$ cat src/rtl/branch_predictor.sv
// Dynamic branch predictor: per-PC saturating direction counters with an init sweep.
// Optional branch target buffer is enabled by defining BPU_BTB_EN.
module branch_predictor #(
  parameter int ADDR_W    = 32,
  parameter int BHT_DEPTH = 64,
  parameter int CTR_W     = 2,
  parameter int INIT_CTR  = 1
) (
  input  logic              clk,
  input  logic              rst,
  input  logic [ADDR_W-1:0] pred_pc_i,
  output logic              pred_taken_o,
  output logic              pred_hit_o,
  output logic [ADDR_W-1:0] pred_target_o,
  input  logic              upd_valid_i,
  input  logic [ADDR_W-1:0] upd_pc_i,
  input  logic              upd_taken_i,
  input  logic [ADDR_W-1:0] upd_target_i,
  input  logic              upd_pred_taken_i,
  output logic              ready_o,
  output logic [15:0]       upd_cnt_o,
  output logic [15:0]       mispred_cnt_o
);

  localparam int IDX_W = $clog2(BHT_DEPTH);
  localparam int TAG_W = ADDR_W - IDX_W - 2;
  localparam logic [CTR_W-1:0] INIT_V = CTR_W'(INIT_CTR);
  localparam logic [IDX_W-1:0] LAST_IDX = IDX_W'(BHT_DEPTH - 1);

  typedef enum logic {INIT, RUN} state_t;

  state_t           state;
  logic [IDX_W-1:0] ptr;
  logic [15:0]      upd_cnt;
  logic [15:0]      mispred_cnt;
  logic [CTR_W-1:0] ctr [BHT_DEPTH];

  logic [IDX_W-1:0] pidx;
  logic [IDX_W-1:0] uidx;
  logic             run;
  logic             upd_en;

  function automatic logic [CTR_W-1:0] ctr_next(input logic [CTR_W-1:0] c, input logic taken);
    if (taken) return (c == '1) ? c : c + 1'b1;
    else       return (c == '0) ? c : c - 1'b1;
  endfunction

  function automatic logic [15:0] sat16_inc(input logic [15:0] c);
    return (c == 16'hFFFF) ? c : c + 16'd1;
  endfunction

  assign pidx   = pred_pc_i[IDX_W+1:2];
  assign uidx   = upd_pc_i[IDX_W+1:2];
  assign run    = (state == RUN);
  assign upd_en = run && upd_valid_i && !rst;

  assign ready_o       = run;
  assign upd_cnt_o     = upd_cnt;
  assign mispred_cnt_o = mispred_cnt;

  always_ff @(posedge clk) begin
    if (rst) begin
      state       <= INIT;
      ptr         <= '0;
      upd_cnt     <= '0;
      mispred_cnt <= '0;
    end else if (!run) begin
      ptr <= ptr + 1'b1;
      if (ptr == LAST_IDX) state <= RUN;
    end else if (upd_valid_i) begin
      upd_cnt <= sat16_inc(upd_cnt);
      if (upd_pred_taken_i != upd_taken_i) mispred_cnt <= sat16_inc(mispred_cnt);
    end
  end

  // Counter storage carries no reset; the sweep initialises every entry.
  always_ff @(posedge clk) begin
    if (!run) ctr[ptr] <= INIT_V;
    else if (upd_en) ctr[uidx] <= ctr_next(ctr[uidx], upd_taken_i);
  end

`ifdef BPU_BTB_EN
  logic              btb_valid [BHT_DEPTH];
  logic [TAG_W-1:0]  btb_tag   [BHT_DEPTH];
  logic [ADDR_W-1:0] btb_tgt   [BHT_DEPTH];
  logic              hit;
  logic              unused_bits;

  always_ff @(posedge clk) begin
    if (!run) begin
      btb_valid[ptr] <= 1'b0;
    end else if (upd_en && upd_taken_i) begin
      btb_valid[uidx] <= 1'b1;
      btb_tag[uidx]   <= upd_pc_i[ADDR_W-1:IDX_W+2];
      btb_tgt[uidx]   <= upd_target_i;
    end
  end

  assign hit = run && btb_valid[pidx] && (btb_tag[pidx] == pred_pc_i[ADDR_W-1:IDX_W+2]);
  assign pred_hit_o    = hit;
  assign pred_target_o = hit ? btb_tgt[pidx] : '0;
  assign pred_taken_o  = hit && ctr[pidx][CTR_W-1];
  assign unused_bits   = ^{pred_pc_i[1:0], upd_pc_i[1:0]};
`else
  logic unused_bits;

  assign pred_hit_o    = 1'b0;
  assign pred_target_o = '0;
  assign pred_taken_o  = run && ctr[pidx][CTR_W-1];
  assign unused_bits   = ^{pred_pc_i[ADDR_W-1:IDX_W+2], pred_pc_i[1:0],
                           upd_pc_i[ADDR_W-1:IDX_W+2], upd_pc_i[1:0], upd_target_i};
`endif

endmodule

$ cat config.mk
export PLATFORM = sky130hd
export DESIGN_NAME = branch_predictor
export DESIGN_NICKNAME = d
export VERILOG_FILES = /design/src/rtl/branch_predictor.sv
export SDC_FILE = /design/constraint.sdc
export NUM_CORES = 1
export LEC_CHECK = 0
export ABC_AREA = 1
export CORE_MARGIN = 2
export CORE_UTILIZATION = 50
export DETAILED_ROUTE_END_ITERATION = 10
export PLACE_DENSITY = 0.75
export SLEW_MARGIN = 10
export SYNTH_ARGS = -nofsm -noshare
export SYNTH_HDL_FRONTEND = slang
export SYNTH_SLANG_ARGS = --single-unit
$ cat constraint.sdc
create_clock -name clk -period 5.3 [get_ports clk]
set_input_delay 1.06 -clock clk [delete_from_list [all_inputs] [get_ports clk]]
set_output_delay 1.06 -clock clk [all_outputs]
set_load 0.005 [all_outputs]
==> run summary <==
Status -> finished clean
Worst hold slack -> 478 ps
Vias per cell -> 5.65
Leakage -> 3.62 nW
Final Hold Viols -> 0
Setup TNS -> 0 ps
Hold Crit Start -> mispred_cnt_o[8]$_SDFFE_PP0P_
Tot Pwr -> 2.93 mW
Synth warnings -> 0
Worst setup startpoint -> pred_pc_i[4]
Num CTS Buffers -> 17
Pins Over Slew Limit -> 0
Min-Delay Path Class -> reg2reg
Layout cells sized above 1 -> 0.0859
PwrDens -> 296 mW/mm^2
Core area -> 0.0171 sq mm
Crit-path max FO -> 10
DR vias -> 7189
FF+latch count, synth -> 167
Top_reg_cell synth -> edfxtp_1
Critical path capture point type -> output pin
Row cnt -> 48
Final wirelength -> 22000 um
Cell Area, Synth -> 0.00869 sq mm
Measured slew at the worst slew-check pin -> 735 ps
# DRC -> 0
FF-to-FF Start -> ready_o$_SDFF_PP0_
Number of flops mapped to enable cells by yosys -> 128
ANT cells -> 0
Commonest non-fill, non-tap cell in the layout -> nand2_1
Die Ht -> 136 um
Clk pin slew, worst setup/hold paths -> 70 ps
Clock Latency Late Sink -> 440 ps
Ys async rst share -> 0
Gpl congestion -> 0.909
Detailed placement HPWL -> 13700 um
First-pass GRT wire length -> 34300 um
Die area -> 0.0184 sq mm
Clk root buf -> clkbuf_16
Antenna violations before repair -> 0
Layout area overhead -> 13.8%
DRT Pass-1 Iters -> 5
Initial Util -> 0.508
Placed Area -> 0.00926 sq mm
Max Cap Viol -> 0
Post-layout min period -> 4650 ps
Largest net degree at the start of global routing -> 66
Antenna-violating nets left -> 0
Fin crit share -> 0.877
Max_slew headroom -> 0.510
Syn avg cell area -> 8.75 sq um
Arr. time, crit path -> 3590 ps
Io pins -> 168
Util after Layout -> 0.578
Final Cell Area -> 0.00989 sq mm
Netlist cell types -> 41
Vias in the first global route -> 6728
F_max -> 215 MHz
Synth Instances -> 993
CTS Hold Bufs -> 0
H-tree Lvls -> 4
Sink Count -> 167
Flop-to-flop setup slack -> 2550 ps
Clock Skews -> 10.4 ps
Final setup fails -> 0
All-Layer GR Usage -> 0.245
Register area share after synthesis -> 0.532
Startpoint Class -> input pin
Initial DRC count -> 578
CP Data Required Time -> 4240 ps
Unrepaired setup endpoints after global routing -> no
CTS max path bufs -> 2
DIE WIDTH -> 136 um
CP Class -> in2out
Fillers -> 1505
CTS tree -> built
Max VDD drop -> 0.258 mV
Layout Nets -> 1139
Post-CTS Resized -> 0
Drt wl/cell -> 17.3 um
PortBufs -> 50
Postcts setup bufs -> 0
Most frequent cells in the layout -> nand2_1, nand3_1, edfxtp_1, nor2_1, clkdlybuf4s50_1
GR Overflow Total -> 0
==> per-layer routing <==
metal	part of all wire	track usage	routed length, um	vias to the layer above
li1	-	-	-	3408
met1	0.40	0.309	8820	3346
met2	0.48	0.409	10500	365
met3	0.084	0.0466	1850	70
met4	0.036	0.116	794	0
met5	0	0	0	-
==> final timing paths <==
check / endpoint / cells after the start
max: pred_taken_o / 8
min: mispred_cnt_o[8]$_SDFFE_PP0P_ / 2
max reg2reg: ctr[51][0]$_DFFE_PP_ / 6
min reg2reg: mispred_cnt_o[8]$_SDFFE_PP0P_ / 2
==> cell usage after synthesis, types with 6 or more instances <==
cell / n / area (sq um)
nor3_1: 10 / 50.1
nand3_1: 147 / 736
nand2_1: 265 / 995
nand4_4: 6 / 128
buf_4: 33 / 248
nor4_1: 6 / 37.5
inv_1: 44 / 165
buf_2: 24 / 120
xnor2_1: 7 / 61.3
edfxtp_1: 128 / 3840
a21oi_1: 41 / 205
dfxtp_1: 39 / 781
nor2_1: 118 / 443
clkbuf_1: 16 / 60.1
xor2_1: 7 / 61.3
o21ai_0: 37 / 185
==> cell families (layout without fill, tap and decap cells) <==
| kind of cell | Yosys count | count (layout) | synth area share |
|---|---|---|---|
| compound gates | 99 | 99 | 0.0649 |
| xor+xnor | 14 | 14 | 0.0141 |
| fa+ha+maj | 3 | 3 | 0.00432 |
| buf+inv | 129 | 152 | 0.0760 |
| flops | 167 | 167 | 0.532 |
| other cells | 1 | 33 | 0.000432 |
| simple gates | 580 | 580 | 0.308 |
==> state kept, by name (all words and copies together), names as in the netlist <==
| signal | flops |
|---|---|
| ctr | 128 |
| mispred_cnt_o | 16 |
| ptr | 6 |
| ready_o | 1 |
| upd_cnt_o | 16 |
==> worst max-delay path: stages <==
cell and delay, ps:
clkdlybuf4s50_1 740, clkinv_1 500, a21oi_1 280, o31ai_1 120
nand3_1 140, nand3_1 80, a21oi_1 150, clkdlybuf4s50_1 530
==> report_power, final <==
| group | leakage [nW] | switching, mW | total (mW) | internal [mW] |
|---|---|---|---|---|
| combinational | 1.63 | 0.152 | 0.213 | 0.0609 |
| clock | 0.290 | 0.524 | 1.31 | 0.790 |
| sequential | 1.70 | 0.00394 | 1.40 | 1.40 |
| total | 3.62 | 0.681 | 2.93 | 2.25 |
==> per-stage QoR <==
stage                     setup WS, ps  cells
final                              652   1273
after global routing               511   1273
after CTS                          742   1273
after detailed placement           747   1241
after global placement             743   1241
after floorplan                   1260   1025
==> area by class of cell <==
cell class                      count  area, sq um  area share
Multi-Input combinational cell    729         3530       0.357
Sequential cell                   167         4620       0.468
Tap cell                          225          282      0.0285
Timing Repair Buffer               66          616      0.0622
Clock buffer                       17          425      0.0430
Inverter                           54          210      0.0213
Clock inverter                     15          201      0.0204
Note: power is estimated with default switching activity, not from simulation.
